**config.mk**
```make
export PLATFORM = sky130hd
export DESIGN_NAME = brick_renderer
export DESIGN_NICKNAME = d
export VERILOG_FILES = /design/src/rtl/brick_pkg.sv /design/src/rtl/brick_counter.sv /design/src/rtl/brick_renderer.sv
export SDC_FILE = /design/constraint.sdc
export NUM_CORES = 2
export LEC_CHECK = 0
export CAP_MARGIN = 10
export CELL_PAD_IN_SITES_DETAIL_PLACEMENT = 1
export CELL_PAD_IN_SITES_GLOBAL_PLACEMENT = 1
export CORE_AREA = 2 2 587 589
export CTS_CLUSTER_DIAMETER = 200
export DETAILED_ROUTE_END_ITERATION = 8
export DIE_AREA = 0 0 589 591
export GPL_ROUTABILITY_DRIVEN = 0
export GPL_TIMING_DRIVEN = 1
export PLACE_DENSITY_LB_ADDON = 0.3
export SYNTH_ARGS = -nofsm -noshare
export SYNTH_HDL_FRONTEND = slang
export SYNTH_SLANG_ARGS = --single-unit
```
**constraint.sdc**
```tcl
create_clock -name clk -period 104.6 [get_ports clk]
set_input_delay 10.46 -clock clk [delete_from_list [all_inputs] [get_ports clk]]
set_output_delay 10.46 -clock clk [all_outputs]
set_load 0.01 [all_outputs]
```
**src/rtl/brick_pkg.sv**
```systemverilog
// Shared geometry, palette and types for the brick renderer and its counter.
package brick_pkg;

    localparam int BRICK_W    = 32;
    localparam int BRICK_H    = 20;
    localparam int COLS       = 20;
    localparam int ROWS       = 24;
    localparam int NUM_BRICKS = 480;
    localparam int BRICK_BITS = 3;
    localparam int MAP_BITS   = NUM_BRICKS * BRICK_BITS;

    typedef logic [BRICK_BITS-1:0] brick_t;
    typedef logic [MAP_BITS-1:0]   brick_map_t;

    // 4:4:4 colour per brick type; entry 0 is never displayed (empty cell).
    localparam logic [11:0] PALETTE [8] = '{
        12'h000, 12'hF00, 12'hF80, 12'hFF0,
        12'h0F0, 12'h0FF, 12'h00F, 12'hF0F
    };

    // Pixel pipeline stage-1 contents.
    typedef struct packed {
        logic [4:0] col;
        logic [4:0] row;
        logic [4:0] x_off;
        logic [4:0] y_off;
        logic       in_area;
    } pix_s1_t;

    typedef enum logic [1:0] {
        IDLE,
        SCAN,
        DONE
    } scan_state_t;

    // Extract brick `idx` from a packed map.
    function automatic brick_t brick_at(input brick_map_t map, input logic [8:0] idx);
        return map[int'(idx) * BRICK_BITS +: BRICK_BITS];
    endfunction

endpackage

```
**src/rtl/brick_counter.sv**
```systemverilog
// Walks the shadow brick map one cell per cycle and reports how many
// non-empty bricks remain. A new start always restarts from cell 0.
module brick_counter
    import brick_pkg::*;
(
    input  logic       clk,
    input  logic       rst,
    input  logic       start,
    input  brick_map_t shadow,
    output logic [8:0] bricks_left,
    output logic       scan_done,
    output logic       level_clear
);

    scan_state_t state;
    logic [8:0]  idx;
    logic [8:0]  acc;

    // Scan FSM with registered result and one-cycle completion pulses.
    always_ff @(posedge clk or posedge rst) begin
        if (rst) begin
            state       <= IDLE;
            idx         <= '0;
            acc         <= '0;
            bricks_left <= '0;
            scan_done   <= 1'b0;
            level_clear <= 1'b0;
        end else begin
            scan_done   <= 1'b0;
            level_clear <= 1'b0;
            if (start) begin
                // A start in any state discards the running count; the
                // previous bricks_left stays visible until the new scan ends.
                state <= SCAN;
                idx   <= '0;
                acc   <= '0;
            end else begin
                case (state)
                    IDLE: begin
                        state <= IDLE;
                    end
                    SCAN: begin
                        if (brick_at(shadow, idx) != '0) begin
                            acc <= acc + 9'd1;
                        end
                        if (idx == 9'(NUM_BRICKS - 1)) begin
                            state <= DONE;
                        end else begin
                            idx <= idx + 9'd1;
                        end
                    end
                    DONE: begin
                        bricks_left <= acc;
                        scan_done   <= 1'b1;
                        level_clear <= (acc == '0);
                        state       <= IDLE;
                    end
                    default: begin
                        state <= IDLE;
                    end
                endcase
            end
        end
    end

endmodule

```
**src/rtl/brick_renderer.sv**
```systemverilog
// Brick-wall renderer: snapshots the live map at vertical blanking, draws
// bricks with a two-stage pixel pipeline, and counts remaining bricks.
module brick_renderer
    import brick_pkg::*;
(
    input  logic                clk,
    input  logic                rst,
    input  logic [MAP_BITS-1:0] bricks,
    input  logic                frame_start,
    input  logic [9:0]          h_cnt,
    input  logic [9:0]          v_cnt,
    input  logic                valid,
    output logic [11:0]         pixel_rgb,
    output logic                pixel_hit,
    output logic [8:0]          bricks_left,
    output logic                scan_done,
    output logic                level_clear
);

    brick_map_t shadow;
    pix_s1_t    s1_next;
    pix_s1_t    s1;
    logic [8:0] pix_idx;
    brick_t     pix_brick;
    logic       mortar;

    // Frame snapshot so a mid-frame map update never tears the picture.
    // NOTE: the shadow is a plain register, not a RAM, so it can and must be reset.
    always_ff @(posedge clk or posedge rst) begin
        if (rst) begin
            shadow <= '0;
        end else if (frame_start) begin
            // NOTE: non-blocking so every reader in this edge sees the old value.
            shadow <= bricks;
        end
    end

    // Split the raster position into brick cell and in-brick offset.
    always_comb begin
        // NOTE: default the whole struct first so no path infers a latch.
        s1_next         = '0;
        s1_next.col     = h_cnt[9:5];
        s1_next.row     = 5'(v_cnt / 10'd20);
        s1_next.x_off   = h_cnt[4:0];
        s1_next.y_off   = 5'(v_cnt % 10'd20);
        s1_next.in_area = valid && (h_cnt < 10'd640) && (v_cnt < 10'd480);
    end

    // Stage 1: register geometry.
    always_ff @(posedge clk or posedge rst) begin
        if (rst) begin
            s1 <= '0;
        end else begin
            s1 <= s1_next;
        end
    end

    // Look up the brick under the stage-1 pixel; off-screen positions use
    // cell 0 so the index never leaves the map (the result is gated anyway).
    always_comb begin
        pix_idx = '0;
        if (s1.in_area) begin
            pix_idx = 9'(int'(s1.col) + COLS * int'(s1.row));
        end
        pix_brick = brick_at(shadow, pix_idx);
        mortar    = (s1.x_off == 5'd0) || (s1.x_off == 5'(BRICK_W - 1)) ||
                    (s1.y_off == 5'd0) || (s1.y_off == 5'(BRICK_H - 1));
    end

    // Stage 2: registered colour and hit flag.
    always_ff @(posedge clk or posedge rst) begin
        if (rst) begin
            pixel_rgb <= '0;
            pixel_hit <= 1'b0;
        end else if (!s1.in_area || pix_brick == '0) begin
            pixel_rgb <= '0;
            pixel_hit <= 1'b0;
        end else if (mortar) begin
            pixel_rgb <= '0;
            pixel_hit <= 1'b1;
        end else begin
            pixel_rgb <= PALETTE[pix_brick];
            pixel_hit <= 1'b1;
        end
    end

    brick_counter u_counter (
        .clk         (clk),
        .rst         (rst),
        .start       (frame_start),
        .shadow      (shadow),
        .bricks_left (bricks_left),
        .scan_done   (scan_done),
        .level_clear (level_clear)
    );

endmodule

```
* After elaboration in Yosys (flattened, before gate mapping) *
Memory sizes are Yosys's and may differ from the RTL's.
Index checks and enable logic that the tools add are counted.

cells by class
  $add $sub $neg = 3
  multiply operators = 3
  div/mod/pow operators = 2
  magnitude comparators = 3
  equality and inequality tests = 7
  shift-type cells = 2
  multiplexer cells = 19
  bitwise gates (word level) = 2
  reduce and logical (&&, ||, !) cells = 17

operators by type and width
  kind                                                         number
  indexed part select 1440 x 12 -> 3 bit                       1
  indexed part select 1440 x 32 -> 3 bit                       1
  2-to-1 mux 9 bit                                             7
  2-to-1 mux 12 bit                                            4
  multiplier 9 x 2 -> 11 bit, second input constant            2
  adder 9 x 1 -> 9 bit, second input constant                  2
  divider 10 x 5 -> 10 bit, second input constant              1
  == test 5 bit, second input constant                         2
  zero test 5 bit                                              2
  less-than comparator 10 bit, second input constant           1
  less-than comparator 10 x 9 -> 1 bit, second input constant  1
  remainder unit 10 x 5 -> 10 bit, second input constant       1
  adder 5 x 9 -> 9 bit                                         1
  == test 9 bit, second input constant                         1
  zero test 9 bit                                              1
  multiplier 3 x 5 -> 7 bit, first input constant              1
  2-to-1 mux 2 bit                                             3
  AND reduction 2 bit                                          3
  2-to-1 mux 1 bit                                             5
  greater-or-equal comparator 4 bit, second input constant     1
  logical OR 1 bit                                             4
  NOT 3 -> 4 bit                                               1
  nonzero test 2 bit                                           2
  zero test 3 bit                                              1
  8 further kinds                                              9

storage, ports and cells
  bits in registers = 1505
  ROM bits = 96
  input bits = 1464
  output and inout port bits = 24
  word-level logic and storage cells = 73
  memories kept = 1

memory list
  memory           words  bits a word  rd ports  clocked after memory_dff  write ports  RTL line              RTL
  (no name shown)  8      12           1         0                         0            brick_renderer.sv:82  pixel_rgb <= PALETTE[pix_brick];

* Longest topological paths before layout *
  depth after elaboration = 11
  depth in mapped cells = 16
  depth with buffers taken out = 13

* Modules after synthesis *
From an unflattened synthesis, not the netlist that was laid out.

second synthesis, totals
  cell total of the unflattened synthesis = 6417
  area total of the unflattened synthesis = 79098.4 um^2

modules (own cells, without submodules)
  module          times used  cells each  area each (um^2)  seq. area each (um^2)
  brick_renderer  1           5051        68142.9           36685.2
  brick_counter   1           1366        10955.5           775.7

* Worst setup path before layout *
OpenSTA, ideal clock, no wires.

  path type = in2reg
  from = input v_cnt[5]
  to = register s1[4] in the netlist's numbering
  library setup time = 0.134 ns
  arrival = 12.522 ns
  required time = 104.466 ns
  slack = 91.944 ns
  cell stages on the path = 10
  buffers on the path = 1
  path through = clkbuf_1 > or2_2 > a21oi_1 > o221ai_1 > a211o_1 > xor2_1 > nor2_1 > a21oi_1 > o21ai_0 > xnor3_1

RTL lines
  what                  RTL line              RTL
  start, declared       brick_renderer.sv:11  input logic [9:0] v_cnt,
  end signal, assigned  brick_renderer.sv:54  s1 <= s1_next;
  end, declared         brick_renderer.sv:22  pix_s1_t s1;

* Worst setup path in the final report *
  from = input frame_start
  to = register shadow[394]

RTL lines
  what                  RTL line              RTL
  start, declared       brick_renderer.sv:9   input logic frame_start,
  end signal, assigned  brick_renderer.sv:34  shadow <= bricks;
  end, declared         brick_renderer.sv:20  brick_map_t shadow;

No word-level cell between the ends.

==> impl_summary.md <==
Routing
Across all layers, the routed design uses 64.6k vias. The starting DRC count in detailed routing is 5590. For this run, design rule violations remaining after detail routing come to 0. For this run, the detailed router's first-pass iteration total came to 7. The count of antenna-violating nets left after detailed routing is 0. In the routed layout, each cell is associated on average with a via count of 5.26.

The wire length per cell is 39.4 um. The total wirelength of the detailed-routed design is 484000 um.

STA
The transition at the pin with the smallest max-transition slack is 1360 ps. The setup clock skew after layout is 65.9 ps. The count of final hold-check violations is 0. The final-report max-slew violation count is 0. The number of endpoints failing setup at the final stage is 0. Adding up every negative setup slack in the final design gives 0 ps. The worst-case headroom to the max-slew limit is 6.77%. Counting I/O delays and the setup requirement, the final critical path takes 16190 ps. Setup repair after global routing left no endpoint under its margin. The maximum operating frequency is 61.8 MHz. The fraction of the cycle the final worst path needs is 15.5%.

Power
The cell leakage power is 39.7 nW. The clock power share is 36.3%. Net switching is 34.3% of the power. Of the total power, combinational logic draws 27.1%. The internal power of the cells totals 0.00126 W. The power density normalized to cell area is 18.5 mW/mm^2. The net switching power of the design is 0.000660 W. The highest ir drop seen on vdd is 0.0000132 V.

Registers are responsible for 36.6% of the overall power.

Critical path
The critical path endpoint is shadow[394]$_DFFE_PP0P_. The number of cells on the worst reg-to-reg path is 13. The worst setup path is launched from an input pin. The critical path is of the in2reg type. In this run the worst path has a maximum fanout of 155. The sort of element at the end of the critical path is a register.

Data on the critical path is required at its endpoint by 105320 ps. The source of the critical timing path is frame_start. The data arrival time of the critical path is 16920 ps. The end of the worst register-to-register path is u_counter.acc[7]$_DFFE_PP0P_. The slack of the worst reg-to-reg path is 97170 ps. The launch point of the worst reg-to-reg path is u_counter.idx[0]$_DFFE_PP0P_.

Logic synthesis
The number of synthesized register bits is 1497. The total standard cell area after synthesis is 0.0771 sq mm. The synthesized netlist net count is 7598. The most common cell in the synthesized netlist is dfrtp_1. The top cell type by area accounts for 48.6% of the synthesized area.

The share of synthesized area occupied by flip-flops and latches is 48.6%. The instance count of the mapped netlist is 6120. The distinct cell type count of the synthesized netlist is 94. In the synthesized netlist, the cells that appear most often are dfrtp_1 (1497), mux2_2 (1489), clkbuf_1 (271). The dominant register cell in the synthesized netlist is dfrtp_1. The post-synthesis async set-or-reset flop share is 100%. The number of flops mapped to enable cells by yosys is 0. Of all cell types, the one taking the most synthesized area is dfrtp_1. The Yosys warning count is 0. The post-synthesis average cell area is 12.6 sq um. By area the synthesized netlist is led by dfrtp_1 (49%), mux2_2 (22%), mux4_2 (7.3%), mux2i_1 (2.6%), nor3_1 (1.6%).

Layout
The synthesis-to-layout area growth is 34.8%. The layout cell share with drive strength beyond 1 is 30.4%. After routing the design area is 0.104 sq mm.

The net count reported at finish is 8958.

Clock tree
Clock tree synthesis selected as its root buffer the cell clkbuf_16. After clock tree synthesis, the clock-pin slew on the worst setup and hold paths is 60 ps. TritonCTS created 190 clock buffers. In this run the post-CTS setup repair buffer count came out at 0. The H-tree was split into 4 levels. The number of gates given a new drive strength after cts is 0.

The number of hold buffers added after cts is 0. The clock net in this run drives a total of 1497 sinks. TritonCTS built the clock tree.

For the worst-skew pair, the clock arrives at the later sink with an insertion delay of 900 ps. The number of buffers between clock root and the deepest sink is 4.

Global routing
The wire length of the first global-routing pass is 640000 um. Across every metal layer, demand over resource in global routing totals 27.1%. The initial antenna violation count is 190. Entering global routing, the biggest net connects 161 pins. The via count of the first global-routing pass came to 68.5k. The remaining global-route overflow is 0.

Place
The post-detailed-placement half-perimeter wirelength is 371000 um. The number of buffers added on ports is 1487. Summing all placed instances gives a cell area of 0.0972 sq mm.

Run status
The run finished with clean final reports.

Floorplanning
Measured along the y axis, the die boundary spans 591 um. The floorplan has 215 rows. The width of the die is 589 um. Once the floorplan was initialized, standard cells occupied 22.6% of the core. In this run the standard cell core region covers 0.342 sq mm. The die covers 0.348 sq mm.

The number of ports placed on the die boundary is 1488.

Flow run
Max-cap violations in this run came to 0.

Min path
The tightest min-delay check is of the reg2reg type.
-- layout make-up --
type	count	area, sq um
diodes	90	225
clock buffers	275	5570
clock inverters	72	957
fillers	37055	238000
inverters	22	106
multi-input cells	4110	37600
flip-flops and latches	1497	37500
well taps	4557	5700
repair buffers	1659	16300
-- state kept, by name, indices dropped and copies added, names as in the netlist --
signal / cells
u_counter.idx: 9
u_counter.bricks_left: 9
pixel_rgb: 4
u_counter.scan_done: 1
pixel_hit: 1
u_counter.state: 2
shadow: 1440
s1: 21
u_counter.level_clear: 1
u_counter.acc: 9
-- critical path, stage by stage --
cell	delay (ps)
buf_16	430
buf_4	840
buf_4	840
buf_4	810
buf_4	790
buf_12	590
buf_4	900
mux2_2	430
-- power by group through the flow --
stage / Combinational, W / Sequential [W] / Clock (W)
finish: 0.000521 / 0.000703 / 0.000699
global route: 0.000543 / 0.000709 / 0.000735
CTS: 0.000526 / 0.000701 / 0.000714
detailed placement: 0.000523 / 0.000711 / 0
global placement: 0.000517 / 0.000708 / 0
floorplan: 0.000262 / 0.000681 / 0
-- logic make-up after synthesis --
group	synth area share [%]
AOI/OAI and AO/OA	8.87
xor gates and xnor gates	0.264
DFF	48.6
adders and majority gates	0.260
muxes	31.7
and+or+nand+nor	7.21
buffers and inverters	3.18
-- cell usage in the layout, fill, tap and decap left out, types with 16 or more instances in the layout --
master           count
nor2_1             258
o311ai_0            16
clkbuf_8            43
bufinv_16           18
buf_4              161
a211oi_1           156
o211ai_1            26
o21ai_0            130
nor2b_1             26
o22ai_1             78
dfrtp_1           1487
nand3_1             62
nor3_1             245
nand2_1            245
diode_2             90
nor4_1             108
nand4_1             19
clkinv_2            33
mux2_2            1489
a2111oi_0           24
o221ai_1            50
clkbuf_1            39
a22oi_1             30
and3_1              24
mux4_2             251
clkdlybuf4s50_1   1486
a21oi_1            230
mux2i_1            197
clkbuf_16          193
a221oi_1            37
nand2b_1            22
a31oi_1             35
-- worst min path at each step --
| stage | start | to | slack [ps] | depth (start not counted) |
|---|---|---|---|---|
| after floorplan | shadow[1365]$_DFFE_PP0P_ | shadow[1365]$_DFFE_PP0P_ | 490 | 1 |
| after global placement | u_counter.bricks_left[6]$_DFFE_PP0P_ | u_counter.bricks_left[6]$_DFFE_PP0P_ | 500 | 1 |
| after detailed placement | u_counter.bricks_left[6]$_DFFE_PP0P_ | u_counter.bricks_left[6]$_DFFE_PP0P_ | 500 | 1 |
| after CTS | u_counter.bricks_left[6]$_DFFE_PP0P_ | u_counter.bricks_left[6]$_DFFE_PP0P_ | 510 | 1 |
| after global routing | u_counter.bricks_left[0]$_DFFE_PP0P_ | u_counter.bricks_left[0]$_DFFE_PP0P_ | 530 | 1 |
| final | u_counter.bricks_left[6]$_DFFE_PP0P_ | u_counter.bricks_left[6]$_DFFE_PP0P_ | 500 | 1 |
-- per-layer routing --
layer  part of all wire [%]  track usage (%)  routed length, um
met3                    6.4             4.83              30800
met2                     48             44.9             230000
met4                    4.2             10.7              20500
met1                     42             34.9             202000
met5                  0.070                0                341
-- per-stage QoR --
stage / hold slack [ps] / instances / total power (W) / setup WS (ps) / util [%]
floorplan: 489 / 6120 / 0.000943 / 51910 / -
global placement: 495 / 11843 / 0.00123 / 87950 / 28.4
detailed placement: 499 / 11845 / 0.00123 / 87740 / 28.4
CTS: 513 / 12192 / 0.00194 / 88700 / 30.3
global route: 530 / 12236 / 0.00199 / 88180 / 30.4
finish: 504 / 12282 / 0.00192 / 88410 / 30.4
Note: power is estimated with default switching activity, not from simulation.
